**src/rtl/imem_loader.sv**
```systemverilog
// Loads 16-bit instruction words from a framed byte stream (count, payload, XOR checksum)
// into instruction memory, holding the CPU while a load is running or has failed.
//
// state   | meaning
// IDLE    | no load since reset
// LEN_HI  | waiting for word-count high byte
// LEN_LO  | waiting for word-count low byte, then range check
// DATA_HI | waiting for instruction high byte
// DATA_LO | waiting for instruction low byte
// WRITE   | one-cycle memory write strobe
// CHECK   | waiting for checksum byte
// DONE    | load good, CPU released
// ERROR   | load failed, CPU held
module imem_loader #(
  parameter logic [15:0] BASE_ADDR = 16'h0000,
  parameter int          ADDR_STEP = 1,
  parameter int          MAX_WORDS = 256
) (
  input  logic        clock,
  input  logic        reset_n,
  input  logic        start,
  input  logic        byte_valid,
  input  logic [7:0]  byte_data,
  output logic        byte_ready,
  output logic        mem_we,
  output logic [15:0] mem_addr,
  output logic [15:0] mem_wdata,
  output logic        cpu_hold,
  output logic        done,
  output logic        error,
  output logic [1:0]  err_code,
  output logic [15:0] words_loaded
);

  localparam logic [15:0] STEP      = 16'(ADDR_STEP);
  localparam logic [16:0] MAX_COUNT = 17'(MAX_WORDS);

  typedef enum logic [3:0] {
    IDLE, LEN_HI, LEN_LO, DATA_HI, DATA_LO, WRITE, CHECK, DONE, ERROR
  } stateT;

  stateT       state, stateNext;
  logic        byteReady;
  logic        xfer;
  logic        startAccept;
  logic        countTooBig;
  logic [7:0]  countHi;
  logic [15:0] wordCount;
  logic [15:0] wordIdx;
  logic [7:0]  csum;
  logic [7:0]  dataHi;
  logic [15:0] lenFull;

  assign lenFull     = {countHi, byte_data};
  assign countTooBig = {1'b0, lenFull} > MAX_COUNT;
  assign xfer        = byte_valid && byteReady;
  assign startAccept = start && (state == IDLE || state == DONE || state == ERROR);

  always_ff @(posedge clock or negedge reset_n) begin
    if (!reset_n) state <= IDLE;
    else          state <= stateNext;
  end

  always_comb begin
    stateNext = state;
    byteReady = 1'b0;
    case (state)
      IDLE, DONE, ERROR: if (start) stateNext = LEN_HI;
      LEN_HI: begin
        byteReady = 1'b1;
        if (byte_valid) stateNext = LEN_LO;
      end
      LEN_LO: begin
        byteReady = 1'b1;
        if (byte_valid) begin
          if (countTooBig)         stateNext = ERROR;
          else if (lenFull == '0)  stateNext = CHECK;
          else                     stateNext = DATA_HI;
        end
      end
      DATA_HI: begin
        byteReady = 1'b1;
        if (byte_valid) stateNext = DATA_LO;
      end
      DATA_LO: begin
        byteReady = 1'b1;
        if (byte_valid) stateNext = WRITE;
      end
      WRITE: stateNext = (wordIdx + 16'd1 == wordCount) ? CHECK : DATA_HI;
      CHECK: begin
        byteReady = 1'b1;
        if (byte_valid) stateNext = (byte_data == csum) ? DONE : ERROR;
      end
      default: stateNext = IDLE;
    endcase
  end

  // Address and data are registered with the strobe, so they already sit stable in WRITE.
  always_ff @(posedge clock or negedge reset_n) begin
    if (!reset_n) begin
      countHi   <= '0;
      wordCount <= '0;
      wordIdx   <= '0;
      csum      <= '0;
      dataHi    <= '0;
      mem_we    <= 1'b0;
      mem_addr  <= BASE_ADDR;
      mem_wdata <= '0;
      err_code  <= 2'd0;
    end else begin
      mem_we <= 1'b0;
      if (startAccept) begin
        wordIdx  <= '0;
        csum     <= '0;
        err_code <= 2'd0;
      end
      if (xfer && state != CHECK) csum <= csum ^ byte_data;
      case (state)
        LEN_HI:  if (xfer) countHi <= byte_data;
        LEN_LO:  if (xfer) begin
          wordCount <= lenFull;
          if (countTooBig) err_code <= 2'd1;
        end
        DATA_HI: if (xfer) dataHi <= byte_data;
        DATA_LO: if (xfer) begin
          mem_we    <= 1'b1;
          mem_wdata <= {dataHi, byte_data};
          mem_addr  <= BASE_ADDR + wordIdx * STEP;
        end
        WRITE:   wordIdx <= wordIdx + 16'd1;
        CHECK:   if (xfer && byte_data != csum) err_code <= 2'd2;
        default: ;
      endcase
    end
  end

  assign byte_ready   = byteReady;
  assign cpu_hold     = !(state == IDLE || state == DONE);
  assign done         = (state == DONE);
  assign error        = (state == ERROR);
  assign words_loaded = wordIdx;

endmodule

```
**config.mk**
```make
export PLATFORM = sky130hd
export DESIGN_NAME = imem_loader
export DESIGN_NICKNAME = d
export VERILOG_FILES = /design/src/rtl/imem_loader.sv
export SDC_FILE = /design/constraint.sdc
export NUM_CORES = 1
export LEC_CHECK = 0
export CORE_MARGIN = 8
export CORE_UTILIZATION = 45
export CTS_BUF_LIST = sky130_fd_sc_hd__clkbuf_2
export CTS_CLUSTER_SIZE = 16
export DETAILED_ROUTE_END_ITERATION = 10
export GPL_ROUTABILITY_DRIVEN = 0
export HOLD_SLACK_MARGIN = 0.15
export PLACE_DENSITY = 0.76
export SETUP_SLACK_MARGIN = 0.3
export SYNTH_ARGS = -nofsm -noshare
export SYNTH_HDL_FRONTEND = slang
export SYNTH_SLANG_ARGS = --single-unit
```
**constraint.sdc**
```tcl
create_clock -name clock -period 2.3 [get_ports clock]
set_clock_uncertainty 0.2 [all_clocks]
set_input_delay 0.23 -clock clock [delete_from_list [all_inputs] [get_ports clock]]
set_output_delay 0.23 -clock clock [all_outputs]
set_load 0.02 [all_outputs]
```
Word level (Yosys, flattened, before mapping)
Index checks and enable logic that the tools add are counted.

storage, ports and cells
  memory bits (writable) = 0
  latch bits = 0
  memories kept = 0
  ROM bits = 0
  register bits = 95
  output and inout bits = 55

operators by class
  reductions and logical operators = 18
  shift operators = 0
  magnitude comparators = 1
  multipliers = 0
  mux-type cells = 23
  bitwise logic cells = 1
  div/mod/pow operators = 0
  eq/ne operators = 18
  add/subtract/negate cells = 1

operator list
  cell                                                                   count
  16-bit two-way mux                                                     2
  4-bit two-way mux                                                      8
  4-bit one-hot mux with 7 select lines                                  1
  16-bit by 1-bit adder with 16-bit output, second input constant        1
  16-bit equality test                                                   1
  4-bit by 3-bit equality test with 1-bit output, second input constant  4
  16-bit by 9-bit > comparator with 1-bit output, second input constant  1
  16-bit zero test                                                       1
  8-bit two-way mux                                                      2
  2-bit != test, second input constant                                   6
  4-bit by 2-bit equality test with 1-bit output, second input constant  2
  8-bit equality test                                                    1
  2-bit two-way mux                                                      4
  8-bit != test                                                          1
  2-bit AND reduction                                                    4
  8-bit XOR                                                              1
  3-bit two-way mux                                                      2
  6-bit AND reduction                                                    1
  5-bit OR reduction                                                     1
  4-bit by 1-bit equality test with 1-bit output, second input constant  1
  4-bit equality test, second input constant                             1
  1-bit logical AND                                                      4
  4-bit zero test                                                        1
  4-bit by 3-bit != test with 1-bit output, second input constant        1
  6 further kinds                                                        10

Logic depth before layout (Yosys ltp)
Gate-level depths: netlist of the first run.

  depth in word-level cells = 8
  depth in mapped cells = 8

Worst setup path before layout of the first run
No wires, ideal clock.

  path type = register to register
  start = register wordIdx[0], in the netlist words_loaded[0]
  end = register state[0]
  slack = -184 ps
  cell stages (with the launch flop) = 9
  setup time = 138 ps
  arrival = 2145 ps
  clock period less this slack = 2484 ps
  required time = 1962 ps
  path buffers = 1
  path through = dfrtp_1 -> ha_1 -> and3_4 -> buf_6 -> a22oi_2 -> o221ai_1 -> or4_1 -> nor4_2 -> o211ai_1

between the ends
  cells in the longest elaborated chain, start to end = 4

RTL lines
  item                                      RTL line  text
  start: declaration                        49        logic [15:0] wordIdx;
  start signal: assignment                  130       WRITE: wordIdx <= wordIdx + 16'd1;
  16-bit by 1-bit adder with 16-bit output  89        WRITE: stateNext = (wordIdx + 16'd1 == wordCount) ? CHECK : DATA_HI;
  16-bit equality test                      89
  3-bit two-way mux                         89
  4-bit one-hot mux with 7 select lines     67        case (state)
  end signal: assignment                    61        else state <= stateNext;
  end: declaration                          42        stateT state, stateNext;

No other way between the ends.
A chain may end at the register's enable or synchronous reset.

Worst setup path in the final report of the first run
Ends and elaborated chain as after synthesis.

==> results of run 1 <==
layer usage:
metal	vias up	GRT usage [%]	share of wire [%]
li1	1826	-	-
met1	2025	21.65	40
met2	166	32.37	50
met3	35	4.988	7.2
met4	0	4.884	2.8
met5	-	0	0
kinds of logic (layout without fill, tap and decap cells):
family,after synthesis,after routing,share of synthesized area [%]
and+or+nand+nor,115,116,12.90
adders and majority gates,1,1,0.2676
DFF,95,95,50.84
AOI/OAI and AO/OA,86,86,11.45
xor gates and xnor gates,29,29,5.432
buffers and inverters,29,185,3.693
muxes,64,64,15.41
power by group:
group | internal, mW | switching (mW)
combinational | 1.92 | 1.86
clock | 0.168 | 0.651
sequential | 2.27 | 0.448
per-stage QoR:
step           util (%)  cell area (µm²)  power, mW
6_report          65.65             6686      7.316
5_1_grt           65.65             6686      7.722
4_1_cts           60.16             6127      6.484
3_5_place_dp      57.11             5817      5.626
3_3_place_gp      57.11             5817      5.518
2_1_floorplan         -             4691      4.469
registers in the layout, indices dropped and copies added (netlist names):
name and count:
mem_addr 16, mem_wdata 16, wordCount 16, words_loaded 16
countHi 8, csum 8, dataHi 8, state 4
err_code 2, mem_we 1
worst max-delay path by stage:
stage / from / endpoint / slack [ps] / depth (start not counted)
2_1_floorplan: words_loaded[0] / state[0] / -40 / 8
3_3_place_gp: words_loaded[0] / state[0] / -150 / 8
3_5_place_dp: words_loaded[0] / state[0] / -130 / 8
4_1_cts: words_loaded[0] / state[0] / -190 / 8
5_1_grt: words_loaded[0] / state[0] / -420 / 8
6_report: words_loaded[0] / state[0] / -240 / 8
synthesized netlist by cell type (all sizes together) (2+ instances only):
master,instances,share of area [%]
o31ai,9,1.4
nand4b,2,0.37
o41ai,2,0.37
xor2,14,2.6
a211oi,3,0.48
o22ai,3,0.40
o21ai,41,4.4
and4,4,0.75
nand2,35,2.8
nor2,21,1.7
a21oi,10,1.1
buf,16,2.4
xnor2,15,2.8
nor3,4,0.43
clkbuf,7,0.78
and2,3,0.40
a21o,4,0.67
dfrtp,95,51
and3,3,0.51
nor4,10,1.6
or3,2,0.27
a311oi,2,0.37
nand2b,9,1.2
mux2,64,15
o211ai,2,0.32
inv,6,0.48
nand4,5,0.67
nand3,11,1.2
tightest hold or removal path: stages:
cell             delay [ps]
clkdlybuf4s50_1         420
buf_4                   180
nand2b_1                 90
o21ai_1                  80
timing repair:
action                                  CTS  global route
buffers inserted                         16            14
pin swaps                                 3            17
gates cloned                              1             6
hold endpoints to repair                 96             0
gates resized for setup                 110           131
hold buffers                              3             0
endpoints found under the setup margin  114            90
layout by cell type (no fill, tap or decap), types with 4 or more instances in the layout:
master,instances
dfrtp_1,86
buf_4,68
dlygate4sd2_1,41
mux2_2,36
nand2_1,32
mux2_4,28
buf_6,20
clkbuf_2,17
o21ai_0,16
xnor2_1,15
xor2_1,14
nor2_1,14
o21ai_1,14
a21oi_1,10
o21ai_2,10
clkdlybuf4s50_1,10
o31ai_1,9
nand2b_1,9
dfrtp_2,9
nand3_1,8
nor4_1,7
inv_1,5
nor2_2,5
nand4_1,5
clkinv_4,4
clkbuf_16,4
buf_8,4
cell type report:
cell class,count,area [µm²],share of cell area [%]
Multi-Input combinational cell,296,2465,36.86
Sequential cell,95,2389,35.72
Timing Repair Buffer,163,1523,22.77
Tap cell,136,170.2,2.545
Clock inverter,7,65.06,0.9731
Clock buffer,9,45.04,0.6737
Inverter,6,30.03,0.4491
==> results.tsv, run 1 <==
stage	metric	value	unit
run_status	status	finished, violations left	
run_status	violations	setup timing	
logic_synthesis	synth.avg_cell_area	11.16	µm²
logic_synthesis	synthFlopType	dfrtp_1	
die	dieArea	13910	µm²
job	maxCapViolations	0	
cells_and_area	n_fill_cell	780	
logic_synthesis	synthDistinctLibCells	53	
power	powerDensity	1094	nW/µm²
place	dp_slack	-131.8	ps
global_route	antenna_found_initial	0	
routing	drc	0	
global_route	grt_overflow	0	
die	core_area	10180	µm²
timing	setup_slack	-238.9	ps
setup_path	critical-path-max-stage-delay	510	ps
die	die_w	117.9	µm
clocking	cts_max_path_buffers	2	
place	dp.cells	656	
cells_and_area	fin_nets	584	
timing	period_share	110.4	%
setup_path	cp_slowest_cell	or4_4	
die	rows	37	
timing	finalHoldViolations	0	
logic_synthesis	ys_ff_latch	95	
timing	period_minus_slack	2539	ps
setup_path	r2r-end	state[0]	
timing	rsz0062_at_grt	true	
place	port_buffers	66	
timing	worst_pin_slew	602.9	ps
global_route	grt_pass1_vias	4081	
hold_path	min_from	byte_data[0]	
cells_and_area	antenna_cells	0	
timing	slew_violations	0	
hold_path	worstHoldPathCells	4	
timing	maxSlewHeadroom	59.80	%
routing	firstDrtPassIters	6	
power	vdd_drop_max	0.7591	mV
logic_synthesis	yosysWarnings	0	
setup_path	path_buf_inv	1	
die	io_pins	67	
hold_path	hp-class	in2reg	
routing	drt_iter0_drc	188	
logic_synthesis	synth_area	4676	µm²
logic_synthesis	syn_inst	419	
global_route	grt.total_usage	18.41	%
clocking	clk_pin_slew	280	ps
routing	viasPerCell	5.691	
power	p_leak	3.133	nW
clocking	cts_tree	built	
setup_path	cp_max_fo	2	
cells_and_area	drive_gt1_share	42.36	%
setup_path	endpoint_kind	flip-flop	
routing	wire_per_inst	19.87	µm
setup_path	critPathTopFamily	simple AND/OR/NAND/NOR gates	
clocking	htreeDepth	3	
global_route	grt_pass1_wl	20.99	mm
hold_path	min_to	csum[0]	
setup_path	r2r_cells	8	
logic_synthesis	syn_nets	432	
routing	detail-route-antenna-nets	0	
logic_synthesis	async_flop_share	100.0	%
setup_path	arrival	2780	ps
routing	vias	4052	
logic_synthesis	synth_edf_count	0	
timing	whs	211.8	ps
setup_path	path_class	reg2reg	
logic_synthesis	seq_area_frac_synth	50.84	%
setup_path	critical_path_required	2540	ps
clocking	cts_root_buf	clkbuf_2	
timing	clock.fmax	393.9	MHz
setup_path	path_cells	ha_4 -> xor2_1 -> a211oi_1 -> o221ai_1 -> or4_4 -> nor4_4 -> buf_4 -> o211ai_1	
global_route	grt_max_degree	50	
clocking	cts_buffers	9	
cells_and_area	stdcell_count	712	
setup_path	cp-start-kind	flip-flop	
cells_and_area	area_growth_syn_to_layout	43.00	%
timing	setup_tns	-518.5	ps
routing	wl	14.14	mm
clocking	cts_sinks	95	
clocking	clkLatencyLatePin	600	ps
setup_path	regToRegStartpoint	words_loaded[0]	
die	dieHeight	117.9	µm
setup_path	rrSetupSlack	-240	ps
place	hpwl	8.596	mm
timing	setup_viol	4	
die	initial_utilization	45.91	%
(Power assumes the default switching activity.)
==> inputs of run 2 (changes only) <==
- CORE_ASPECT_RATIO: default -> 2
- CORE_MARGIN: 8 -> 1.5
- CTS_CLUSTER_SIZE: 16 -> default
==> results.tsv, run 2 (synthesized netlist as in run 1, its figures left out) <==
stage	metric	value	unit
clocking	cts_sinks	95	
setup_path	path_cells	nor4_1 -> nand2_1 -> o31ai_1 -> or3b_1 -> a221oi_1 -> a21o_1	
clocking	cts_root_buf	clkbuf_2	
timing	maxSlewHeadroom	62.17	%
timing	setup_viol	2	
cells_and_area	area_growth_syn_to_layout	50.23	%
clocking	htreeDepth	3	
power	switchingPower	3.057	mW
cells_and_area	final_common_cell	dfrtp_1	
routing	wire_per_inst	20.05	µm
setup_path	critical-path-max-stage-delay	480	ps
place	port_buffers	66	
routing	viasPerCell	5.783	
die	rows	52	
global_route	antenna_found_initial	2	
cells_and_area	layout_common_cells	dfrtp_1, buf_4, mux2_4	
timing	setup_slack	-243.3	ps
place	hpwl	8.562	mm
timing	period_minus_slack	2543	ps
die	dieHeight	147.2	µm
setup_path	endpoint_kind	flip-flop	
timing	finalHoldViolations	0	
run_status	violations	setup timing	
timing	worst_pin_slew	567.4	ps
die	core_area	10080	µm²
power	seqPwrFrac	35.2	%
die	io_pins	67	
power	power_frac_clock	12.8	%
die	dieArea	11050	µm²
routing	drc	0	
timing	period_share	110.6	%
power	vdd_drop_max	0.9058	mV
clocking	clkLatencyLatePin	600	ps
hold_path	hp-class	in2reg	
global_route	grt_pass1_vias	4014	
cells_and_area	drive_gt1_share	47.59	%
setup_path	cp_max_fo	3	
routing	firstDrtPassIters	4	
clocking	cts_tree	built	
routing	wl	14.42	mm
cells_and_area	fin_util	69.65	%
routing	vias	4158	
power	p_leak	3.245	nW
setup_path	cp-start-kind	flip-flop	
global_route	grt_pass1_wl	19.95	mm
timing	rsz0062_at_grt	true	
timing	setup_tns	-426.8	ps
global_route	grt.total_usage	23.87	%
die	die_w	75.08	µm
cells_and_area	fin_nets	590	
setup_path	path_class	reg2reg	
power	powerDensity	1112	nW/µm²
clocking	cts_max_path_buffers	2	
cells_and_area	n_fill_cell	669	
power	combPwrFrac	52.0	%
setup_path	critical_path_required	2640	ps
run_status	status	finished, violations left	
setup_path	cp_slowest_cell	dfrtp_1	
power	switching_share	39.15	%
power	p_int	4.751	mW
clocking	cts_buffers	9	
global_route	grt_overflow	0	
job	maxCapViolations	0	
setup_path	arrival	2880	ps
global_route	grt_max_degree	44	
routing	detail-route-antenna-nets	0	
timing	clock.fmax	393.2	MHz
clocking	clk_pin_slew	260	ps
routing	drt_iter0_drc	201	
timing	slew_violations	0	
die	initial_utilization	46.36	%
-- run 2: what timing repair did --
item,in CTS,in global routing
setup buffers,16,16
hold buffers,3,0
endpoints found under the setup margin,119,105
cloned,1,4
hold endpoints to repair,96,0
resized for setup,156,144
pin swaps,7,31
-- run 2: final timing paths --
check	startpoint	to	depth (start not counted)	slack (ps)
max	countHi[4]	state[2]	6	-240
min reg2reg	mem_addr[15]	mem_addr[15]	1	340
min	byte_data[1]	csum[1]	4	200
min in group asynchronous	reset_n	mem_addr[1]	3	440
max in group asynchronous	reset_n	state[2]	4	840
max reg2reg	countHi[4]	state[2]	6	-240
-- run 2: layer usage --
layer	routed length, µm	vias up	share of wire (%)	track usage [%]
li1	-	1853	-	-
met1	5194	2077	36	25.62
met2	7894	167	55	42.26
met3	575	61	4.0	3.498
met4	752	0	5.2	13.91
met5	0	-	0	0
-- run 2: power groups by stage --
stage | Combinational (mW) | Clock (mW) | Sequential, mW
after detailed placement | 2.94 | 0 | 2.75
final | 4.06 | 0.996 | 2.75
after floorplan | 1.54 | 0 | 2.93
after global placement | 2.85 | 0 | 2.71
after CTS | 3.17 | 0.996 | 2.70
after global routing | 4.30 | 1.07 | 2.81
-- run 2: cell type report --
class / count / area [µm²] / share of cell area [%]
multi-input cells: 295 / 2675 / 38.08
repair buffers: 170 / 1605 / 22.85
flip-flops and latches: 95 / 2392 / 34.06
well taps: 135 / 168.9 / 2.405
inverters: 6 / 30.03 / 0.4275
diodes: 2 / 5.005 / 0.07125
clock inverters: 7 / 102.6 / 1.461
clock buffers: 9 / 45.04 / 0.6413
-- run 2: stage by stage --
step                      setup WS, ps  hold slack (ps)  instances  power, mW  area [µm²]
after global placement          -205.1            53.22        661      5.564        5886
final                           -243.3            197.2        719      7.808        7024
after detailed placement        -275.7            63.53        661      5.691        5886
after global routing            -276.4            215.3        719      8.177        7024
after floorplan                 -40.79           -265.6        419      4.469        4691
after CTS                       -202.9            161.6        697      6.869        6346
-- run 2: worst max-delay path, delay by kind of cell, from the launching register on --
kind               cells  cell delay [ps]
AOI/OAI and AO/OA      3              840
and+or+nand+nor        3              970
DFF                    1              480
==> inputs of run 3 (changes only) <==
- PLACE_DENSITY: 0.76 -> 0.71
==> results.tsv, run 3 (synthesized netlist as in run 1, its figures left out) <==
stage	metric	value	unit
power	p_int	4.445	mW
routing	firstDrtPassIters	4	
timing	maxSlewHeadroom	59.90	%
cells_and_area	stdcell_count	716	
timing	setup_slack	-121.7	ps
power	combPwrFrac	47.7	%
place	dp.cells	668	
power	finalPower	7.108	mW
clocking	cts_tree	built	
die	die_w	75.08	µm
place	hpwl	8.683	mm
global_route	antenna_found_initial	0	
power	switching_share	37.46	%
timing	period_minus_slack	2422	ps
routing	drc	0	
global_route	grt_overflow	0	
setup_path	path_cells	ha_4 -> xnor2_1 -> nand2_1 -> a22o_1 -> or4_4 -> nor4_4 -> buf_4 -> o211ai_1	
die	core_area	10080	µm²
die	io_pins	67	
routing	route.met3.wl	459	µm
setup_path	cp_max_fo	6	
die	dieArea	11050	µm²
cells_and_area	drive_gt1_share	39.41	%
routing	maxUsedRoutingLayer	met4	
routing	routedLengthMet1	4.448	mm
routing	vias	3951	
die	initial_utilization	46.36	%
routing	drt_iter0_drc	149	
routing	detail-route-antenna-nets	0	
setup_path	path_class	reg2reg	
setup_path	cp_slowest_cell	or4_4	
cells_and_area	final_area	6531	µm²
routing	wl	12.66	mm
global_route	grt.total_usage	23.04	%
clocking	htreeDepth	3	
run_status	status	finished, violations left	
timing	clock.fmax	412.9	MHz
routing	viasPerCell	5.518	
setup_path	path_buf_inv	1	
timing	period_share	105.3	%
die	dieHeight	147.2	µm
setup_path	arrival	2690	ps
cells_and_area	area_growth_syn_to_layout	39.68	%
setup_path	endpoint_kind	flip-flop	
die	rows	52	
routing	met2_length	7.179	mm
routing	wire_per_inst	17.68	µm
clocking	cts_root_buf	clkbuf_2	
clocking	clk_pin_slew	240	ps
place	port_buffers	66	
clocking	cts_sinks	95	
cells_and_area	fin_nets	589	
place	placed_area	5938	µm²
clocking	cts_max_path_buffers	2	
setup_path	cp-start-kind	flip-flop	
run_status	violations	setup timing	
timing	rsz0062_at_grt	true	
power	p_leak	3.075	nW
power	powerDensity	1088	nW/µm²
timing	finalHoldViolations	0	
timing	worst_pin_slew	601.4	ps
cells_and_area	n_fill_cell	800	
global_route	grt_pass1_wl	19.36	mm
cells_and_area	antenna_cells	0	
clocking	cts_buffers	9	
setup_path	critical_path_required	2570	ps
setup_path	critPathTopFamily	simple AND/OR/NAND/NOR gates	
power	seqPwrFrac	38.1	%
global_route	grt_max_degree	46	
power	vdd_drop_max	0.8031	mV
global_route	grt_pass1_vias	4000	
job	maxCapViolations	0	
hold_path	hp-class	in2reg	
setup_path	critical-path-max-stage-delay	560	ps
timing	setup_viol	2	
cells_and_area	layout_common_cells	buf_4, dfrtp_1, mux2_2	
power	switchingPower	2.662	mW
clocking	clkLatencyLatePin	570	ps
power	power_frac_clock	14.2	%
timing	slew_violations	0	
run 3: changes by cell type in the layout (fill, tap and decap cells not counted), moves of 4 or more:
cell      before  now
mux2_2        22   64
buf_12         7    3
o21ai_2       19    5
o21ai_4        4    0
buf_4         74   84
buf_6         20   13
clkbuf_2      14   10
o21ai_1       14    9
o21ai_0        4   27
nor2_2         5    0
nor2_1         9   17
mux2_4        42    0
run 3: final cells by class:
class | instances | area (µm²) | area share (%)
clock inverter | 7 | 111.4 | 1.705
multi-input combinational | 295 | 2298 | 35.19
timing repair buffer | 169 | 1494 | 22.87
sequential | 95 | 2391 | 36.61
clock buffer | 9 | 45.04 | 0.6897
tap | 135 | 168.9 | 2.586
inverter | 6 | 22.52 | 0.3448
run 3: through the flow:
stage	hold slack [ps]	setup TNS, ps	setup slack [ps]	util, %
global placement	76.73	-917.0	-303.3	58.88
finish	226.3	-217.9	-121.7	64.76
global route	233.5	-385.8	-198.4	64.76
floorplan	-265.6	-48.95	-40.79	-
detailed placement	73.77	-902.7	-328.5	58.88
CTS	202.4	-296.5	-161.0	61.64
run 3: worst register-to-register path: stages (launching register included):
cell and delay (ps):
dfrtp_2 500, ha_4 190, xnor2_1 200, nand2_1 100, a22o_1 210, or4_4 560
nor4_4 150, buf_4 150, o211ai_1 70
run 3: final timing paths:
path / start / endpoint / slack (ps) / depth (start not counted)
min in group asynchronous: reset_n / mem_addr[4] / 500 / 3
max in group asynchronous: reset_n / dataHi[6] / 780 / 4
min reg2reg: mem_addr[7] / mem_addr[7] / 330 / 1
min: byte_data[0] / csum[0] / 230 / 4
max: words_loaded[1] / state[0] / -120 / 8
max reg2reg: words_loaded[1] / state[0] / -120 / 8
run 3: timing repair:
item,in CTS,in global routing
pin swaps,4,9
endpoints found under the setup margin,97,76
gates cloned,0,5
hold buffers,5,0
gates resized for setup,105,56
endpoints found under the hold margin,98,0
setup buffers,7,15
run 3: power by group through the flow:
stage	clock network [mW]	logic [mW]	registers, mW
after floorplan	0	1.54	2.93
after global placement	0	2.87	2.73
after detailed placement	0	2.95	2.76
after CTS	1.03	2.98	2.70
after global routing	1.09	3.64	2.78
final	1.01	3.39	2.71
run 3: metal layers:
layer / GRT usage (%) / vias up
met4: 11.73 / 0
met5: 0 / -
met2: 41.64 / 114
met1: 24.44 / 1952
met3: 3.772 / 36
li1: - / 1849
